## src/rtl/clock_set_ctrl.sv

```systemverilog
// clock_set_ctrl: pushbutton time-setting FSM (RUN/SET_HOUR/SET_MIN/COMMIT) with edit timeout and blink.
// Define AUTO_REPEAT_EN to let a held inc button auto-repeat once per tick after two ticks.
module clock_set_ctrl #(
  parameter int TIMEOUT_TICKS = 30
) (
  input  logic       clk,
  input  logic       reset,
  input  logic       tick_1hz,
  input  logic       mode_btn,
  input  logic       inc_btn,
  input  logic [3:0] cur_hour,
  input  logic [5:0] cur_min,
  output logic       run_en,
  output logic       load,
  output logic [3:0] load_hour,
  output logic [5:0] load_min,
  output logic [3:0] edit_hour,
  output logic [5:0] edit_min,
  output logic       blank_hour,
  output logic       blank_min,
  output logic [1:0] state
);
  localparam logic [1:0] RUN = 2'd0, SET_HOUR = 2'd1, SET_MIN = 2'd2, COMMIT = 2'd3;
  logic [1:0] r_state, w_next;
  logic [2:0] r_mode_s, r_inc_s;
  logic [5:0] r_to;
  logic [3:0] r_edit_hour, w_hour_inc, w_hour_ld;
  logic [5:0] r_edit_min, w_min_inc, w_min_ld;
  logic       r_phase, w_phase_n, r_run_en, r_load, r_blank_h, r_blank_m;
  logic       w_mode, w_inc_p, w_inc, w_rep, w_clr, w_in_set, w_timeout, w_enter;
  // bits [1:0] synchronize the pin, bit [2] remembers the previous level for edge detection
  always_ff @(posedge clk or negedge reset)
    if (!reset) begin
      r_mode_s <= 3'b111;
      r_inc_s  <= 3'b111;
    end else begin
      r_mode_s <= {r_mode_s[1:0], mode_btn};
      r_inc_s  <= {r_inc_s[1:0], inc_btn};
    end
  assign w_mode    = ~r_mode_s[1] & r_mode_s[2];
  assign w_inc_p   = ~r_inc_s[1] & r_inc_s[2];
  assign w_in_set  = (r_state == SET_HOUR) || (r_state == SET_MIN);
  assign w_inc     = (w_inc_p | w_rep) & ~w_mode;
  assign w_clr     = w_mode | w_inc_p | w_rep;
  assign w_timeout = w_in_set & tick_1hz & ~w_clr & (r_to == 6'(TIMEOUT_TICKS - 1));
`ifdef AUTO_REPEAT_EN
  logic       w_inc_held;
  logic [1:0] r_hold;
  assign w_inc_held = ~r_inc_s[1];
  always_ff @(posedge clk or negedge reset)
    if (!reset) r_hold <= 2'd0;
    else r_hold <= (!w_in_set || !w_inc_held) ? 2'd0 : (tick_1hz && r_hold != 2'd2) ? r_hold + 2'd1 : r_hold;
  assign w_rep = w_in_set & w_inc_held & tick_1hz & (r_hold == 2'd2);
`else
  assign w_rep = 1'b0;
`endif
  always_ff @(posedge clk or negedge reset)
    if (!reset) r_state <= RUN;
    else r_state <= w_next;
  always_comb begin
    w_next = (r_state == RUN)      ? (w_mode ? SET_HOUR : RUN) :
             (r_state == SET_HOUR) ? (w_mode ? SET_MIN : w_timeout ? RUN : SET_HOUR) :
             (r_state == SET_MIN)  ? (w_mode ? COMMIT : w_timeout ? RUN : SET_MIN) : RUN;
    w_enter   = (w_next == SET_HOUR || w_next == SET_MIN) && (w_next != r_state);
    w_phase_n = w_enter ? 1'b0 : r_phase ^ tick_1hz;
  end
  always_ff @(posedge clk or negedge reset)
    if (!reset) begin
      r_run_en  <= 1'b1;
      r_load    <= 1'b0;
      r_blank_h <= 1'b0;
      r_blank_m <= 1'b0;
    end else begin
      r_run_en  <= w_next == RUN;
      r_load    <= w_next == COMMIT;
      r_blank_h <= (w_next == SET_HOUR) & w_phase_n;
      r_blank_m <= (w_next == SET_MIN) & w_phase_n;
    end
  assign w_hour_inc = (r_edit_hour == 4'd12) ? 4'd1 : r_edit_hour + 4'd1;
  assign w_min_inc  = (r_edit_min == 6'd59) ? 6'd0 : r_edit_min + 6'd1;
  assign w_hour_ld  = (cur_hour == 4'd0 || cur_hour > 4'd12) ? 4'd12 : cur_hour;
  assign w_min_ld   = (cur_min > 6'd59) ? 6'd0 : cur_min;
  always_ff @(posedge clk or negedge reset)
    if (!reset) begin
      r_edit_hour <= 4'd12;
      r_edit_min  <= 6'd0;
      r_to        <= 6'd0;
      r_phase     <= 1'b0;
    end else begin
      r_phase <= w_phase_n;
      r_to    <= (w_in_set && !w_clr) ? r_to + {5'd0, tick_1hz} : 6'd0;
      if (r_state == RUN && w_mode) begin
        r_edit_hour <= w_hour_ld;
        r_edit_min  <= w_min_ld;
      end else if (r_state == SET_HOUR && w_inc) r_edit_hour <= w_hour_inc;
      else if (r_state == SET_MIN && w_inc) r_edit_min <= w_min_inc;
    end
  assign state      = r_state;
  assign run_en     = r_run_en;
  assign load       = r_load;
  assign blank_hour = r_blank_h;
  assign blank_min  = r_blank_m;
  assign edit_hour  = r_edit_hour;
  assign edit_min   = r_edit_min;
  assign load_hour  = r_edit_hour;
  assign load_min   = r_edit_min;
endmodule

```

## config.mk

```make
export PLATFORM = sky130hd
export DESIGN_NAME = clock_set_ctrl
export DESIGN_NICKNAME = d
export VERILOG_FILES = /design/src/rtl/clock_set_ctrl.sv
export SDC_FILE = /design/constraint.sdc
export NUM_CORES = 1
export LEC_CHECK = 0
export ABC_CLOCK_PERIOD_IN_PS = 3900
export CORE_MARGIN = 5
export CORE_UTILIZATION = 47
export DETAILED_ROUTE_END_ITERATION = 16
export PLACE_DENSITY = 0.82
export SLEW_MARGIN = 20
export SYNTH_ARGS = -nofsm -noshare
export SYNTH_HDL_FRONTEND = slang
export SYNTH_SLANG_ARGS = --single-unit
```

## constraint.sdc

```tcl
create_clock -name clk -period 3.9 [get_ports clk]
set_clock_uncertainty 0.1 [all_clocks]
set_input_delay 0.78 -clock clk [delete_from_list [all_inputs] [get_ports clk]]
set_output_delay 0.78 -clock clk [all_outputs]
set_load 0.05 [all_outputs]
```

---- Yosys cells after proc, flatten, opt, wreduce, memory -nomap -nowiden ----
Cells that the tools add are included.
operators by class
  $add $sub $neg .......................... 3
  $lt $le $gt $ge ......................... 2
  equality and inequality tests ........... 10
  muxes and demuxes ....................... 19
  bitwise gates (word level) .............. 14
  reductions and logical operators ........ 15
operators with widths
  cell                                                  number
  2-to-1 mux 6 bit                                      6
  2-to-1 mux 4 bit                                      4
  2-to-1 mux 2 bit                                      6
  AND 1 bit                                             8
  adder 6 x 1 -> 6 bit                                  1
  adder 6 x 1 -> 6 bit, second input constant           1
  == test 2 bit, second input constant                  3
  == test 6 x 5 -> 1 bit, second input constant         1
  == test 6 bit, second input constant                  1
  greater-than comparator 6 bit, second input constant  1
  logical AND 1 bit                                     5
  adder 4 x 1 -> 4 bit, second input constant           1
  == test 2 x 1 -> 1 bit, second input constant         2
  == test 4 bit, second input constant                  1
  greater-than comparator 4 bit, second input constant  1
  logical NOT 2 bit                                     2
  logical NOT 4 bit                                     1
  inverter 1 bit                                        4
  nonzero test 2 bit                                    2
  logical OR 1 bit                                      3
  2-to-1 mux 1 bit                                      3
  != test 2 bit                                         1
  != test 2 bit, second input constant                  1
  AND reduction 2 bit                                   1
  3 further kinds                                       3
word-level totals
  bits in registers ....................... 29
  input port bits ......................... 15
  output and inout port bits .............. 26

---- Logic depth before layout (Yosys ltp) ----
  depth after elaboration ................. 16
  depth in mapped cells ................... 11

---- Least setup slack after synthesis ----
No wires, ideal clock.
  path type ............................... register -> register
  start point ............................. reg r_state[0], in the netlist state[0]
  end point ............................... reg r_blank_h, in the netlist blank_hour
  setup time .............................. 133 ps
  data arrival time ....................... 2414 ps
  data required time ...................... 3667 ps
  setup slack ............................. 1253 ps
  cell stages (with the launch flop) ...... 11
  path buffers ............................ 0
  cells stage by stage .................... dfrtp_1 inv_1 ha_1 nand3_4 nor3_4 o32ai_4 inv_1 ha_1 nand2_1 mux2i_1 nor3_1
between the ends
  longest elaborated chain between the ends .. 15
RTL lines
  what                                                     line        text
  from (decl)                                              24          logic [1:0] r_state, w_next;
  from (signal assigned)                                   59          else r_state <= w_next;
  == test 2 x 1 -> 1 bit or == test 2 bit (tied branches)  42, 62, 63
  logical OR 1 bit                                         42          assign w_in_set = (r_state == SET_HOUR) || (r_state == SET_MIN);
  AND 1 bit (3 in a row)                                   45          assign w_timeout = w_in_set & tick_1hz & ~w_clr & (r_to == 6'(TIMEOUT_TICKS - 1));
  2-to-1 mux 2 bit (3 in a row)                            63          (r_state == SET_MIN) ? (w_mode ? COMMIT : w_timeout ? RUN : SET_MIN) : RUN;
  2-to-1 mux 2 bit                                         62          (r_state == SET_HOUR) ? (w_mode ? SET_MIN : w_timeout ? RUN : SET_HOUR) :
  2-to-1 mux 2 bit *                                       61          w_next = (r_state == RUN) ? (w_mode ? SET_HOUR : RUN) :
  named net w_next[1]                                      24
  == test 2 x 1 -> 1 bit or == test 2 bit (tied branches)  64, 76
  logical OR 1 bit                                         64          w_enter = (w_next == SET_HOUR || w_next == SET_MIN) && (w_next != r_state);
  logical AND 1 bit                                        64
  2-to-1 mux 1 bit                                         65          w_phase_n = w_enter ? 1'b0 : r_phase ^ tick_1hz;
  AND 1 bit *                                              76          r_blank_h <= (w_next == SET_HOUR) & w_phase_n;
  to (signal assigned)                                     76
  to (decl)                                                29          logic r_phase, w_phase_n, r_run_en, r_load, r_blank_h, r_blank_m;
The timed path passes the listed nets; every way through them passes the cells marked *.
A chain may end at the register's enable or synchronous reset.

---- Final worst setup path ----
  start point ............................. in tick_1hz
  end point ............................... reg r_blank_h, in the netlist blank_hour
between the ends
  longest elaborated chain between the ends .. 13
RTL lines
  what                                                     line    text
  from (decl)                                              8       input logic tick_1hz,
  AND 1 bit * (3 in a row)                                 45
  2-to-1 mux 2 bit * (3 in a row)                          63
  2-to-1 mux 2 bit *                                       62
  2-to-1 mux 2 bit *                                       61
  named net w_next[1]                                      24
  == test 2 x 1 -> 1 bit or == test 2 bit (tied branches)  64, 76
  logical OR 1 bit                                         64
  logical AND 1 bit                                        64
  2-to-1 mux 1 bit                                         65
  AND 1 bit *                                              76
Marks and branches as above.

==> impl_metrics.py <==
metrics = {
    "status": {
        "status": "finished clean",
    },
    "final_layout": {
        "fin_cells": 244,
        "final_util": 0.617,
        "drive_gt1_frac": 0.136,
        "antenna_cells": 0,
        "area_growth_pct": 25.8,
        "fin_nets": 224,
        "nFillCells": 256,
    },
    "worst_setup_path": {
        "startpoint": "tick_1hz",
        "timing.rr.end": "blank_hour$_DFF_PN0_",
        "path_class": "in -> reg",
        "reg2reg_slack_ns": 1.32,
        "crit_arrival_ns": 2.77,
        "cpLargestDelayFamily": "buffers and inverters",
        "endpoint_kind": "flip-flop",
        "crit_cells": 9,
        "reg2reg_depth": 10,
        "cp_cell_sequence": "clkdlybuf4s50_1 > nand4bb_1 > nor3_4 > o32ai_4 > inv_1 > ha_1 > nand2_1 > mux2i_1 > nor3_1",
        "start_kind": "primary input",
        "r2r_start": "state[0]$_DFF_PN0_",
        "endpoint": "blank_hour$_DFF_PN0_",
        "slowest_delay_ns": 0.46,
        "cp_max_fo": 5,
        "crit_buf_inv": 2,
        "crit_required_ns": 4.00,
        "slowest_stage": "clkdlybuf4s50_1",
    },
    "global_route": {
        "grt_overflow": 0,
        "grt_pass1_wl_mm": 6.12,
        "grt.total_usage": 0.156,
        "grt_antenna_before_repair": 0,
        "grt_max_degree": 25,
        "grt_pass1_vias": 1426,
    },
    "min_path": {
        "min_from": "r_inc_s[0]$_DFF_PN1_",
        "hold_class": "reg -> reg",
    },
    "cts": {
        "cts_hold_buf": 0,
        "ctsLongestPathBuffers": 2,
        "post_cts_resized": 0,
        "clkTransAtPathRegs_ns": 0.09,
        "cts_tree": "built",
        "clkSinkCount": 29,
        "cts_made_buffers": 5,
        "cts_root_buf": "clkbuf_4",
        "clock_latency_ns": 0.32,
        "post-cts-setup-buffer-count": 0,
        "cts.htree.levels": 2,
    },
    "synth": {
        "seq_area_frac_synth": 0.443,
        "syn-cell-area_um2": 1660,
        "syn_area_per_cell_um2": 10.3,
        "synth-edff-count": 0,
        "synth_fp_nets": 188,
        "async_flop_share": 1.00,
        "yosysUniqueCellTypes": 40,
        "yosys_register_bits": 29,
        "syn_inst": 161,
        "ys.flop_type": "dfrtp_1",
        "ys_warn_count": 0,
    },
    "drt": {
        "avgViaCountPerCell": 5.33,
        "vias": 1301,
        "drt_iter0_markers": 104,
        "wl_met3_um": 204,
        "routed.top_layer": "met4",
        "wl_met1_mm": 1.38,
        "drt-pass1-iter-count": 4,
        "drc": 0,
        "drt-total-wl_mm": 3.49,
        "postRouteAntennaNets": 0,
        "wl_per_cell_um": 14.3,
        "met2_length_mm": 1.85,
    },
    "sta": {
        "fin_crit_sh": 0.684,
        "fin_setup_tns_ns": 0,
        "hold_viol": 0,
        "finalSetupViolCount": 0,
        "worst_slew_pin_slew_ns": 0.669,
        "relSlewSlack": 0.550,
        "period_minus_slack_ns": 2.67,
        "slew_viol_final": 0,
        "setup_ws_ns": 1.23,
        "rsz0062_at_grt": "no",
        "max_freq_mhz": 375,
    },
    "floorplanning": {
        "pin_count": 41,
        "die-area_um2": 4830,
        "initial_utilization": 0.491,
        "num_rows": 21,
        "die_height_um": 69.5,
        "core_area_um2": 3390,
        "die_width_um": 69.5,
    },
    "power": {
        "power_density_nw_per_um2": 486,
        "vdd_ir_drop_max_mv": 0.248,
        "total_power_mw": 1.02,
        "leakagePower_nw": 0.872,
    },
    "placed_design": {
        "place_inst": 236,
        "io_buffers": 40,
        "gp_congestion": 0.825,
        "post-dp-hpwl_mm": 2.75,
        "place_ws_ns": 0.896,
    },
    "run": {
        "drv_cap": 0,
    },
}
-- metal layers --
metal  GRT usage  vias to the layer above
li1            -                      623
met1       0.164                      624
met2       0.279                       43
met3      0.0507                       11
met4      0.0759                        0
met5           0                        -
-- cell type report --
cell class                      instances  area, um^2  area share
Sequential cell                        29         737       0.352
Inverter                                9        33.8      0.0161
Timing Repair Buffer                   41         403       0.193
Multi-Input combinational cell        111         802       0.383
Tap cell                               46        57.6      0.0275
Clock buffer                            8        58.8      0.0281
-- sequential cells by signal, summed over array words and instances (netlist names) --
name / cells
state: 2
run_en: 1
r_to: 6
r_inc_s: 3
r_mode_s: 3
blank_hour: 1
blank_min: 1
edit_hour: 4
edit_min: 6
r_phase: 1
load: 1
-- layout by cell type, fill, tap and decap left out, types with 7 or more instances in the layout --
cell             instances
ha_1                    12
dfstp_2                  9
inv_1                    9
dfrtp_1                 20
nand3_1                 10
o21ai_0                  8
nor3_1                   7
nor2_1                   9
nand2_1                 19
clkdlybuf4s50_1         39
-- synthesized netlist by cell type, types with 2 or more instances --
cell type | n | area [um^2]
nand2b_4 | 2 | 27.5
or3_1 | 2 | 12.5
dfstp_2 | 9 | 236
o211ai_1 | 2 | 15.0
nor2_1 | 9 | 33.8
a21oi_1 | 6 | 30.0
mux2i_1 | 5 | 50.1
dfrtp_1 | 20 | 500
buf_4 | 10 | 75.1
ha_1 | 12 | 150
nand2_1 | 19 | 71.3
xor2_1 | 3 | 26.3
o311ai_1 | 2 | 17.5
and3_1 | 2 | 12.5
nor3_1 | 7 | 35.0
inv_1 | 9 | 33.8
nand2b_1 | 3 | 18.8
nand3_1 | 10 | 50.1
o21ai_0 | 8 | 40.0
-- worst min path at each step --
stage	end	slack [ns]	cells after the start
floorplan	r_inc_s[1]$_DFF_PN1_	0.25	0
global placement	r_mode_s[1]$_DFF_PN1_	0.25	0
detailed placement	r_inc_s[1]$_DFF_PN1_	0.25	0
CTS	r_inc_s[1]$_DFF_PN1_	0.26	0
global route	r_mode_s[1]$_DFF_PN1_	0.27	0
finish	r_inc_s[1]$_DFF_PN1_	0.26	0
-- worst register-to-register path: cells and delay by family (launching register included) --
kind            cells  cell delay, ns
buf+inv             2            0.23
simple gates        4            0.38
compound gates      1            0.35
flops               1            0.43
fa+ha+maj           2            0.68
mux                 1            0.28
-- power by group --
part,total [mW],switching (mW),internal (mW)
registers,0.394,0.0474,0.347
clock network,0.187,0.0977,0.0888
logic,0.437,0.286,0.151
total,1.02,0.431,0.586
-- metrics by stage --
stage | hold WS [ns] | cell area, um^2
after floorplan | 0.245 | 1660
after global placement | 0.246 | 2040
after detailed placement | 0.251 | 2040
after CTS | 0.263 | 2100
after global routing | 0.269 | 2090
final | 0.260 | 2090
-- cell families after synthesis --
logic type      count (synthesis)  synth area share
buf+inv                        21            0.0745
mux                             5            0.0301
fa+ha+maj                      12            0.0903
flops                          29             0.443
compound gates                 26             0.123
xor+xnor                        4            0.0211
simple gates                   64             0.218
No activity file was read; power rests on OpenSTA's default activity.
